--- src/rtl/nn_pkg.sv ---
// Shared constants and types for the network's output stage.
package nn_pkg;

  localparam int unsigned DATA_W      = 32;
  localparam int unsigned NUM_CLASSES = 10;
  localparam int unsigned IDX_W       = (NUM_CLASSES > 1) ? $clog2(NUM_CLASSES) : 1;
  localparam int unsigned GUESS_W     = 32;

  typedef logic signed [DATA_W-1:0] score_t;

  typedef enum logic [1:0] {
    IDLE  = 2'd0,
    ACCUM = 2'd1,
    DONE  = 2'd2
  } argmax_state_t;

endpackage

--- src/rtl/argmax_classifier_if.sv ---
// Score input stream and guess result stream of the argmax classifier.
interface argmax_classifier_if;
  import nn_pkg::*;

  logic                 score_valid;
  logic                 score_ready;
  score_t               score_data;
  logic                 score_last;
  logic                 guess_valid;
  logic                 guess_ready;
  logic [GUESS_W-1:0]   guess;
  score_t               max_score;
  logic                 error;

  // Classifier side.
  modport slave (
    input  score_valid, score_data, score_last, guess_ready,
    output score_ready, guess_valid, guess, max_score, error
  );

  // Upstream producer / downstream consumer side.
  modport master (
    output score_valid, score_data, score_last, guess_ready,
    input  score_ready, guess_valid, guess, max_score, error
  );

endinterface

--- src/rtl/score_compare.sv ---
// Combinational signed greater-than; isolated so a float comparator can replace it.
module score_compare
  import nn_pkg::*;
(
  input  score_t i_score,
  input  score_t i_best,
  output logic   o_take_c,
  output score_t o_best_c
);

  // Strict compare keeps the earlier (lower) index on ties.
  assign o_take_c = (i_score > i_best);
  assign o_best_c = o_take_c ? i_score : i_best;

endmodule

--- src/rtl/argmax_classifier.sv ---
// Running-max argmax over NUM_CLASSES signed scores; emits winning index per image.
module argmax_classifier
  import nn_pkg::*;
(
  input  logic                clk,
  input  logic                reset,
  argmax_classifier_if.slave  bus
);

  argmax_state_t      r_state;
  logic [IDX_W-1:0]   r_count;
  score_t             r_best;
  logic [IDX_W-1:0]   r_best_idx;
  logic               r_score_ready;
  logic               r_guess_valid;
  logic [GUESS_W-1:0] r_guess;
  score_t             r_max_score;
  logic               r_error;

  logic               w_hs;
  logic               w_last_idx;
  logic               w_final;
  logic               w_err;
  logic               w_take;
  score_t             w_cmp_best;
  score_t             w_next_best;
  logic [IDX_W-1:0]   w_next_idx;

  score_compare u_cmp (
    .i_score  (bus.score_data),
    .i_best   (r_best),
    .o_take_c (w_take),
    .o_best_c (w_cmp_best)
  );

  assign w_hs       = bus.score_valid && r_score_ready;
  // r_count equals the arrival index of the score currently on the bus.
  assign w_last_idx = (r_count == IDX_W'(NUM_CLASSES - 1));
  assign w_final    = w_hs && (bus.score_last || w_last_idx);
  assign w_err      = (bus.score_last != w_last_idx);

  // First score of an image seeds the running max unconditionally.
  assign w_next_best = (r_state == IDLE) ? bus.score_data : w_cmp_best;
  assign w_next_idx  = (r_state == IDLE) ? '0 :
                       (w_take ? r_count : r_best_idx);

  always_ff @(posedge clk or posedge reset) begin
    if (reset) begin
      r_state       <= IDLE;
      r_count       <= '0;
      r_best        <= '0;
      r_best_idx    <= '0;
      r_score_ready <= 1'b0;
      r_guess_valid <= 1'b0;
      r_guess       <= '0;
      r_max_score   <= '0;
      r_error       <= 1'b0;
    end else begin
      case (r_state)
        IDLE, ACCUM: begin
          r_score_ready <= 1'b1;
          if (w_hs) begin
            r_best     <= w_next_best;
            r_best_idx <= w_next_idx;
            r_count    <= r_count + IDX_W'(1);
            if (w_final) begin
              r_state       <= DONE;
              r_score_ready <= 1'b0;
              r_guess_valid <= 1'b1;
              r_guess       <= GUESS_W'(w_next_idx);
              r_max_score   <= w_next_best;
              r_error       <= w_err;
            end else begin
              r_state <= ACCUM;
            end
          end
        end
        DONE: begin
          if (bus.guess_ready) begin
            r_state       <= IDLE;
            r_count       <= '0;
            r_score_ready <= 1'b1;
            r_guess_valid <= 1'b0;
          end
        end
        default: begin
          r_state       <= IDLE;
          r_count       <= '0;
          r_score_ready <= 1'b0;
          r_guess_valid <= 1'b0;
        end
      endcase
    end
  end

  assign bus.score_ready = r_score_ready;
  assign bus.guess_valid = r_guess_valid;
  assign bus.guess       = r_guess;
  assign bus.max_score   = r_max_score;
  assign bus.error       = r_error;

endmodule

--- src/flat_wrapper.sv ---
// flat-port wrapper written by rule: the top's interface ports become plain ports
module argmax_classifier_flat import nn_pkg::*;
  (clk, reset, bus_score_valid, bus_score_data, bus_score_last, bus_guess_ready, bus_score_ready, bus_guess_valid, bus_guess, bus_max_score, bus_error);
  argmax_classifier_if bus_i ();
  input  logic clk;
  input  logic reset;
  input wire logic [$bits(bus_i.score_valid)-1:0] bus_score_valid;
  input wire logic [$bits(bus_i.score_data)-1:0] bus_score_data;
  input wire logic [$bits(bus_i.score_last)-1:0] bus_score_last;
  input wire logic [$bits(bus_i.guess_ready)-1:0] bus_guess_ready;
  output wire logic [$bits(bus_i.score_ready)-1:0] bus_score_ready;
  output wire logic [$bits(bus_i.guess_valid)-1:0] bus_guess_valid;
  output wire logic [$bits(bus_i.guess)-1:0] bus_guess;
  output wire logic [$bits(bus_i.max_score)-1:0] bus_max_score;
  output wire logic [$bits(bus_i.error)-1:0] bus_error;
  assign bus_i.score_valid = bus_score_valid;
  assign bus_i.score_data = bus_score_data;
  assign bus_i.score_last = bus_score_last;
  assign bus_i.guess_ready = bus_guess_ready;
  assign bus_score_ready = bus_i.score_ready;
  assign bus_guess_valid = bus_i.guess_valid;
  assign bus_guess = bus_i.guess;
  assign bus_max_score = bus_i.max_score;
  assign bus_error = bus_i.error;
  argmax_classifier u_core (.clk(clk), .reset(reset), .bus(bus_i));
endmodule
--- config.mk ---
export PLATFORM = sky130hd
export DESIGN_NAME = argmax_classifier_flat
export DESIGN_NICKNAME = d
export VERILOG_FILES = /design/src/rtl/nn_pkg.sv /design/src/rtl/argmax_classifier_if.sv /design/src/rtl/score_compare.sv /design/src/rtl/argmax_classifier.sv /design/src/flat_wrapper.sv
export SDC_FILE = /design/constraint.sdc
export NUM_CORES = 1
export LEC_CHECK = 0
export ABC_AREA = 0
export CORE_ASPECT_RATIO = 0.6
export CORE_MARGIN = 2
export CORE_UTILIZATION = 29
export DETAILED_ROUTE_END_ITERATION = 16
export PLACE_DENSITY = 0.48
export SYNTH_ARGS = -nofsm -noshare
export SYNTH_HDL_FRONTEND = slang
export SYNTH_SLANG_ARGS = --single-unit
--- constraint.sdc ---
create_clock -name clk -period 7.2 [get_ports clk]
set_clock_uncertainty 0.15 [all_clocks]
set_input_delay 1.44 -clock clk [delete_from_list [all_inputs] [get_ports clk]]
set_output_delay 1.44 -clock clk [all_outputs]
set_load 0.01 [all_outputs]
# Word level (Yosys, flattened, before mapping)
# Cells that the tools add are included.
[word_totals]
wordCells = 46
out_inout_bits = 67
reg_bits = 81
in_bits = 37
[op_classes]
add_sub_neg = 1
n_reduce_logical = 9
mux = 19
eq_ne = 7
n_lt_le_gt_ge = 1
[op_table]
columns = ["cell", "count"]
rows = [
  ["two-way mux 32 bit", 2],
  ["> comparator 32 bit", 1],
  ["two-way mux 4 bit", 4],
  ["one-hot mux 4 bit (2 select lines)", 1],
  ["two-way mux 1 bit", 6],
  ["two-way mux 2 bit", 3],
  ["AND reduction 3 bit", 2],
  ["adder 4 x 1 -> 4 bit (second input constant)", 1],
  ["equality test 4 bit (second input constant)", 1],
  ["!= test 2 x 1 -> 1 bit (second input constant)", 2],
  ["one-hot mux 1 bit (2 select lines)", 2],
  ["one-hot mux 2 bit (2 select lines)", 1],
  ["AND reduction 2 bit", 2],
  ["equality test 2 x 1 -> 1 bit (second input constant)", 1],
  ["equality test 2 bit (second input constant)", 1],
  ["logical AND 1 bit", 2],
  ["zero test 2 bit", 1],
  ["!= test 2 bit (second input constant)", 1],
  ["OR reduction 2 bit", 1],
  ["logical OR 1 bit", 1],
  ["!= test 1 bit", 1],
]

# Depth between registers and ports, before layout
# Gate-level depths: netlist (run 1).
[depth]
depth_word = 6
mapped_depth = 10
mapped_depth_nobuf = 9

# Modules after synthesis
# Synthesis (run 1) repeated with hierarchy kept, for this count alone.
[unflattened]
hier_cells = 763
hier_area_um2 = 6361.1
[by_module_without_submodules]
columns = ["module", "cells_per_inst", "seq_area_each_um2", "instances", "area_each_um2"]
rows = [
  ["argmax_classifier", 343, 2026.9, 1, 3668.5],
  ["score_compare", 420, 0.0, 1, 2692.6],
]

# Least setup slack after synthesis (run 1)
# Ideal clock, no wire load.
[synth_path]
path_kind = "input to register"
from = "input port bus_score_data[31]"
to = "register u_core.r_best[10]"
cell_stages = 9
arrival_time_ps = 3544
path_slack_ps = 3378
n_path_buf = 1
t_required_ps = 6922
setup_time_ps = 128
cell_sequence = "ha_1 nand4_1 nor2_1 a221oi_1 a211o_1 o211ai_2 nor3_4 buf_4 mux2_1"
[synth_via]
elab_chain_cells = 3
[synth_rtl]
columns = ["element", "line", "source"]
rows = [
  ["start, declared", "flat_wrapper.sv:8", "input wire logic [$bits(bus_i.score_data)-1:0] bus_score_data;"],
  ["> comparator 32 bit", "score_compare.sv:12", "assign o_take_c = (i_score > i_best);"],
  ["two-way mux 32 bit", "score_compare.sv:13", "assign o_best_c = o_take_c ? i_score : i_best;"],
  ["two-way mux 32 bit", "argmax_classifier.sv:43", "assign w_next_best = (r_state == IDLE) ? bus.score_data : w_cmp_best;"],
  ["end signal, assigned", "argmax_classifier.sv:63", "r_best <= w_next_best;"],
  ["end, declared", "argmax_classifier.sv:12", "score_t r_best;"],
]
# No other way between the ends.
# A chain may end at the register's enable or synchronous reset.

# Worst setup path after layout (run 1)
[layout_path]
from = "input port bus_score_data[27]"
to = "register u_core.r_max_score[15] (netlist: u_core.bus.max_score[15])"
[layout_via]
elab_chain_cells = 3
[layout_rtl]
columns = ["element", "line", "source"]
rows = [
  ["> comparator 32 bit", "score_compare.sv:12", ""],
  ["two-way mux 32 bit", "score_compare.sv:13", ""],
  ["two-way mux 32 bit", "argmax_classifier.sv:43", ""],
  ["end signal, assigned", "argmax_classifier.sv:71", "r_max_score <= w_next_best;"],
  ["end, declared", "argmax_classifier.sv:17", "score_t r_max_score;"],
]
# No other way between the ends.

==> impl_summary.txt, run 1 <==
----------------------------------------------------
[Route]
  Total routed wirelength ... 10.30 mm
  Via count ... 3207
  DRC errors left ... 0
  Detail-routed net length per standard cell ... 14.36 um
  Number of optimization iterations in the first detailed-route pass ... 4
  Starting DRT DRC Count ... 101
  Remaining antenna violation count after routing ... 0
  Number of vias per cell ... 4.473

[Logic synthesis]
  Synthesized instance count ... 436
  Prevailing post-synth register cell ... dfrtp_1
  Cell Area, Synth ... 4517 um^2
  Number of unique standard cell types used by synthesis ... 35
  Average footprint of a synthesized cell ... 10.36 um^2
  Total of warnings raised by yosys ... 0
  Post-synth EDFFs ... 0
  Proportion of synthesized chip area in sequential cells ... 44.88%
  Share of synthesized registers carrying an async set or reset ... 100.0%
  Flop and latch count out of synthesis ... 81

[Clocking]
  Clock latency of the later-clocked register in the worst-skew pair ... 340 ps
  Register clock-pin slew on the reported worst setup and hold paths ... 60 ps
  Total setup buffers inserted after CTS ... 0
  Number of clock sinks seen by CTS ... 81
  CTS HTree Levels ... 3
  TritonCTS clock tree ... built
  CTS-repair resized insts ... 0
  Number of buffers between clock root and the deepest sink ... 2
  Buffer cell driving the clock tree root ... clkbuf_16
  Number of buffers created by CTS ... 9
  Hold-fix buffers, CTS ... 0

[Die]
  Floorplan row count ... 35
  Boundary pin count ... 104
  Core area ... 15280 um^2
  Initial cell density of the core ... 29.55%
  Chip width ... 165.1 um
  Overall die height ... 100.7 um
  Area of the die ... 16620 um^2

[Timing]
  Transition time at the pin with the least slew margin ... 1061 ps
  Final Hold Violating Endpoints ... 0
  Sum Neg Setup Slack ... 0 ps
  Period utilization ... 63.14%
  Max Transition Viols Final ... 0
  Setup repair after global routing missed its margin ... false
  # setup viols final ... 0
  Slew HR ... 29.27%
  Final worst setup slack ... 2654 ps
  Maximum clock rate ... 220.0 MHz
  Post-layout min period ... 4546 ps
  Hold slack ... 327.9 ps

[Worst setup path]
  Critical-path maximum fanout ... 33
  Signal arrival time at the worst endpoint ... 4580 ps
  Kind of critical path ... in -> reg
  Critical path's slowest cell ... nor4_1
  Maximum cell stage delay along the critical path ... 530 ps
  Endpoint kind of the worst setup timing path ... flop
  Worst endpoint required time ... 7240 ps
  CP Cell Sequence ... clkdlybuf4s50_1 > ha_1 > nand4_1 > nor4_1 > nand3_1 > or2_1 > o211ai_4 > buf_4 > mux2i_1 > a21oi_1
  Kind of launch point of the worst setup path ... input pin
  Crit-path leading delay family ... simple AND/OR/NAND/NOR gates
  Buf+Inv Stages, Crit Path ... 2

[Cells and area]
  Most common cell after layout, fill and taps aside ... dfrtp_1
  Fraction of final layout cells with drive strength greater than 1 ... 5.058%
  Nets ... 581
  Area growth from synthesis to layout ... 25.24%
  Fin util ... 37.01%
  Post-route cell area ... 5657 um^2
  Non-Filler Instances ... 717
  # fillers ... 1514
  Leading cell types in the layout, fill and taps excluded ... dfrtp_1 (81), clkdlybuf4s50_1 (75), a21oi_1 (48)
  Number of inserted diodes ... 0

[Power]
  Cell-internal power ... 1.418 mW
  Power share of the clock group ... 19.7%
  Flop pwr share ... 36.3%
  Max VDD drop ... 0.0001661 V
  Switch share ... 37.09%
  Power after layout ... 2.254 mW
  Logic gate share of total power ... 44.0%
  Sw power ... 0.8359 mW
  Standby leakage power ... 2.504 nW
  Pwr Density ... 398.4 nW/um^2

[Job]
  Max Cap Viol ... 0

[Place]
  Total cell area at the placement stage ... 5368 um^2
  Number of buffer cells added on primary ports ... 75
  Instance count after placement with tap cells included ... 701
  Detailed placement HPWL ... 7.489 mm
  Setup WS pre-CTS ... 2308 ps
  Final GP Congestion ... 0.7370

[Worst hold path]
  Class of the tightest hold or removal check ... reg -> reg

[Global routing]
  Total grt overflow ... 0
  Vias in the first global route ... 3110
  Antenna violations before repair ... 1
  Gr usage total ... 13.02%
  Maximum number of pins on one net before global-route repair ... 82
  Wire length of the first global-routing pass ... 16.53 mm

[Run status]
  Outcome ... finished, final reports clean

----------------------------------------------------
==> path summary, 6_finish.rpt <==
path | from | end | slack [ps] | cells past startpoint
max in group asynchronous | reset | u_core.r_best[28] | 4610 | 3
worst min register to register | u_core.bus.error | u_core.bus.error | 330 | 2
worst max-delay path | bus_score_data[27] | u_core.bus.max_score[15] | 2650 | 10
min in group asynchronous | reset | u_core.bus.max_score[20] | 1580 | 3
worst min-delay path | u_core.bus.error | u_core.bus.error | 330 | 2
worst max register to register | u_core.r_best[31] | u_core.bus.max_score[15] | 3830 | 10
==> tightest hold or removal path, delay by kind of cell, from the launching register on <==
kind             cells  cell delay [ps]
DFF                  1              350
and+or+nand+nor      2              100
==> cell type report <==
cell class | instances | area (um^2) | share of cell area [%]
clock buffers | 10 | 239.0 | 4.225
clock inverters | 6 | 50.05 | 0.8848
inverters | 37 | 140.1 | 2.477
multi-input cells | 301 | 2166 | 38.29
flip-flops and latches | 81 | 2027 | 35.83
well taps | 203 | 254.0 | 4.490
repair buffers | 79 | 780.7 | 13.80
==> cells by family (layout without fill, tap and decap cells) <==
group           count (synthesis)  count (layout)  share of synthesized area (%)
xor+xnor                        3               3                         0.5818
simple gates                   89              89                          9.086
fa+ha+maj                      35              35                          9.695
mux                            68              68                          15.96
buf+inv                        81             132                          9.723
compound gates                 78              78                          10.00
flops                          81              81                          44.88
other cells                     1              28                        0.08302
==> Yosys cell counts, types with 2 or more instances <==
master,number,area share [%]
dfrtp_1,81,45
a21oi_1,48,5.3
nor2_1,38,3.2
inv_1,37,3.1
mux2i_1,36,8.0
ha_1,35,9.7
buf_4,32,5.3
mux2_1,32,8.0
nand2_1,20,1.7
o21ai_0,15,1.7
nand3_1,12,1.3
clkbuf_1,10,0.83
nand4_1,6,0.83
a22o_1,5,0.97
nor4_1,3,0.42
a21o_1,2,0.33
buf_6,2,0.50
nor3_1,2,0.22
o211ai_2,2,0.55
or3_1,2,0.28
xor2_1,2,0.39
==> registers in the layout, summed over array words and instances, names as in the netlist <==
register	flops
u_core.r_best_idx	4
u_core.bus.error	1
u_core.bus.score_ready	1
u_core.bus.max_score	32
u_core.bus.guess	4
u_core.r_state	2
u_core.bus.guess_valid	1
u_core.r_best	32
u_core.r_count	4
==> power by group through the flow <==
stage	clock, mW	sequential [mW]	combinational, mW
finish	0.443	0.818	0.992
floorplan	0	0.829	0.623
CTS	0.461	0.822	1.01
global route	0.479	0.852	1.11
global placement	0	0.822	0.987
detailed placement	0	0.828	1.00
==> per-layer routing <==
metal	vias to the layer above	track usage (%)	part of all wire, %
met5	-	0	0.13
met4	2	3.679	0.88
met3	9	4.114	6.4
met2	70	18.11	39
met1	1524	19.18	53
li1	1602	-	-
No activity file was read; power rests on OpenSTA's default activity.
==> run 2, diff against run 1 <==
clock period = 4.6 ns   (was 7.2 ns; I/O delays follow)
==> impl_summary.txt, run 2 (same netlist as run 1, synthesis figures left out) <==
----------------------------------------------------
[Worst setup path]
  Reg-to-Reg Start ... u_core.r_best[27]
  R2R Path End ... u_core.r_best[20]
  Levels on crit path ... 10 (unchanged)
  Worst endpoint required time ... 4660 ps (-2580 ps)
  Buf+Inv Stages, Crit Path ... 3 (+1)
  CP Cell Sequence ... clkdlybuf4s50_1 > ha_1 > nand4_1 > nor4_1 > buf_4 > o41a_2 > o211ai_4 > nor3_4 > buf_4 > mux2_1
  Kind of launch point of the worst setup path ... input pin
  Launch point of the critical path ... bus_score_data[27]
  Kind of critical path ... in -> reg
  Setup slack of the worst register-to-register path ... 1190 ps (-2640 ps)
  Most numerous cell on the critical path ... buf_4
  Critical-path maximum fanout ... 11 (-67%)
  Endpoint kind of the worst setup timing path ... flop
  Critical path's slowest cell ... nor3_4
  Maximum cell stage delay along the critical path ... 670 ps (+140 ps)
  Length in cells of the worst reg-to-reg path ... 10 (unchanged)
  Worst setup endpoint ... u_core.r_best[20]
  Crit-path leading delay family ... simple AND/OR/NAND/NOR gates
  Signal arrival time at the worst endpoint ... 4150 ps (-430 ps)

[Timing]
  Max Transition Viols Final ... 0 (unchanged)
  Final worst setup slack ... 516.1 ps (-2138 ps)
  Hold slack ... 330.6 ps (+2.714 ps)
  Slew HR ... 28.05% (-1.2 points)
  Setup repair after global routing missed its margin ... false
  Maximum clock rate ... 244.9 MHz
  Sum Neg Setup Slack ... 0 ps (unchanged)
  Transition time at the pin with the least slew margin ... 1073 ps (+12.43 ps)
  # setup viols final ... 0 (unchanged)
  Final Hold Violating Endpoints ... 0 (unchanged)
  Period utilization ... 88.78%
  Post-layout min period ... 4084 ps

[Route]
  Number of optimization iterations in the first detailed-route pass ... 4 (unchanged)
  DRC errors left ... 0 (unchanged)
  Remaining antenna violation count after routing ... 0 (unchanged)
  Total routed wirelength ... 10.85 mm (+5.4%)
  Detail-routed net length per standard cell ... 14.82 um (+3.2%)
  Starting DRT DRC Count ... 151 (+50%)
  Via count ... 3245 (+1.2%)
  Number of vias per cell ... 4.433 (-0.89%)

[Power]
  Pwr Density ... 634.2 nW/um^2 (+59%)
  Logic gate share of total power ... 44.2% (+0.2 points)
  Power after layout ... 3.676 mW (+63%)
  Cell-internal power ... 2.346 mW (+66%)
  Standby leakage power ... 2.584 nW (+3.2%)
  Switch share ... 36.16% (-0.93 points)
  Power share of the clock group ... 20.9% (+1.2 points)
  Max VDD drop ... 0.0002058 V (+24%)
  Sw power ... 1.329 mW (+59%)
  Flop pwr share ... 35.0% (-1.3 points)

[Clocking]
  Number of buffers between clock root and the deepest sink ... 2 (unchanged)
  Total setup buffers inserted after CTS ... 0 (unchanged)
  TritonCTS clock tree ... built
  Register clock-pin slew on the reported worst setup and hold paths ... 60 ps (about the same)
  Clock latency of the later-clocked register in the worst-skew pair ... 330 ps (about the same)
  Buffer cell driving the clock tree root ... clkbuf_16
  Number of buffers created by CTS ... 9 (unchanged)
  Number of clock sinks seen by CTS ... 81 (unchanged)
  CTS HTree Levels ... 3 (unchanged)

[Global routing]
  Global routing's busiest layer ... met1
  Gr usage total ... 13.45% (+0.43 points)
  Maximum number of pins on one net before global-route repair ... 66 (-20%)
  Wire length of the first global-routing pass ... 17.26 mm (+4.4%)
  Total grt overflow ... 0 (unchanged)
  Met2 Usage GRT ... 17.40% (-0.71 points)
  Met1 Resource Use GR ... 21.13% (+1.9 points)
  Antenna violations before repair ... 1 (unchanged)
  Met3 Track Usage GR ... 4.443% (+0.33 points)
  Vias in the first global route ... 3202 (+3.0%)

[Cells and area]
  Number of inserted diodes ... 0 (unchanged)
  Non-Filler Instances ... 732 (+2.1%)
  Post-route cell area ... 5796 um^2 (+2.5%)
  Fin util ... 37.92% (+0.91 points)
  Fraction of final layout cells with drive strength greater than 1 ... 7.372% (+2.3 points)
  Most common cell after layout, fill and taps aside ... dfrtp_1
  Leading cell types in the layout, fill and taps excluded ... dfrtp_1 (81), clkdlybuf4s50_1 (75), a21oi_1 (48)
  Nets ... 596 (+2.6%)
  # fillers ... 1498 (-1.1%)
  Area growth from synthesis to layout ... 28.31%

[Place]
  Instance count after placement with tap cells included ... 715 (+2.0%)
  Detailed placement HPWL ... 7.739 mm (+3.3%)
  Number of buffer cells added on primary ports ... 75 (unchanged)
  Total cell area at the placement stage ... 5473 um^2 (+2.0%)
  Setup WS pre-CTS ... -131.5 ps (-2439 ps)
  Final GP Congestion ... 0.7184 (-2.5%)

[Die]
  Initial cell density of the core ... 29.55% (unchanged)
  Chip width ... 165.1 um (unchanged)
  Boundary pin count ... 104 (unchanged)
  Area of the die ... 16620 um^2 (unchanged)
  Floorplan row count ... 35 (unchanged)
  Core area ... 15280 um^2 (unchanged)
  Overall die height ... 100.7 um (unchanged)

[Job]
  Max Cap Viol ... 0 (unchanged)

[Worst hold path]
  Class of the tightest hold or removal check ... reg -> reg

[Run status]
  Outcome ... finished, final reports clean

----------------------------------------------------
==> run 2: layout make-up <==
| type | instances | area, um^2 | share of cell area [%] |
|---|---|---|---|
| tap | 203 | 254.0 | 4.383 |
| clock inverter | 5 | 80.08 | 1.382 |
| inverter | 37 | 140.1 | 2.418 |
| multi-input combinational | 302 | 2176 | 37.54 |
| timing repair buffer | 93 | 885.9 | 15.28 |
| sequential | 81 | 2027 | 34.97 |
| clock buffer | 11 | 232.7 | 4.016 |
==> run 2: timing repair <==
item / 4_1_cts / 5_1_grt
hold buffers: 0 / 0
endpoints found under the setup margin: 0 / 2
resized for setup: 0 / 0
==> run 2: how the worst min path moves through the flow <==
stage                                 from                      to  slack (ps)  cells past startpoint
finish              u_core.bus.guess_valid  u_core.bus.guess_valid         330                      2
global route           u_core.bus.guess[1]     u_core.bus.guess[1]         380                      2
CTS                 u_core.bus.guess_valid  u_core.bus.guess_valid         340                      2
detailed placement  u_core.bus.guess_valid  u_core.bus.guess_valid         320                      2
global placement          u_core.bus.error        u_core.bus.error         320                      2
floorplan             u_core.r_best_idx[0]    u_core.r_best_idx[0]         320                      1
==> run 2: metal layers <==
layer | vias to the layer above | wire length, um
met2 | 64 | 4142
met1 | 1539 | 6034
li1 | 1636 | -
met5 | - | 0
met4 | 0 | 54
met3 | 6 | 617
==> run 2: power by group through the flow <==
stage | sequential (mW) | combinational [mW] | clock [mW]
after floorplan | 1.30 | 0.975 | 0
after global placement | 1.29 | 1.60 | 0
after detailed placement | 1.29 | 1.63 | 0
after CTS | 1.28 | 1.64 | 0.788
after global routing | 1.34 | 1.83 | 0.823
final | 1.29 | 1.62 | 0.766
==> run 2: worst min-delay path, cell delays in order (launching register included) <==
cell	delay [ps]
dfrtp_1	340
nand2_1	50
nand2_1	60
==> run 3, diff against run 2 <==
CTS_CLUSTER_SIZE = 20   (was not set)
SETUP_SLACK_MARGIN = 0.2   (was not set)
==> results of run 3 <==
The final DEF is identical to that of run 2; final timing and power are the same.
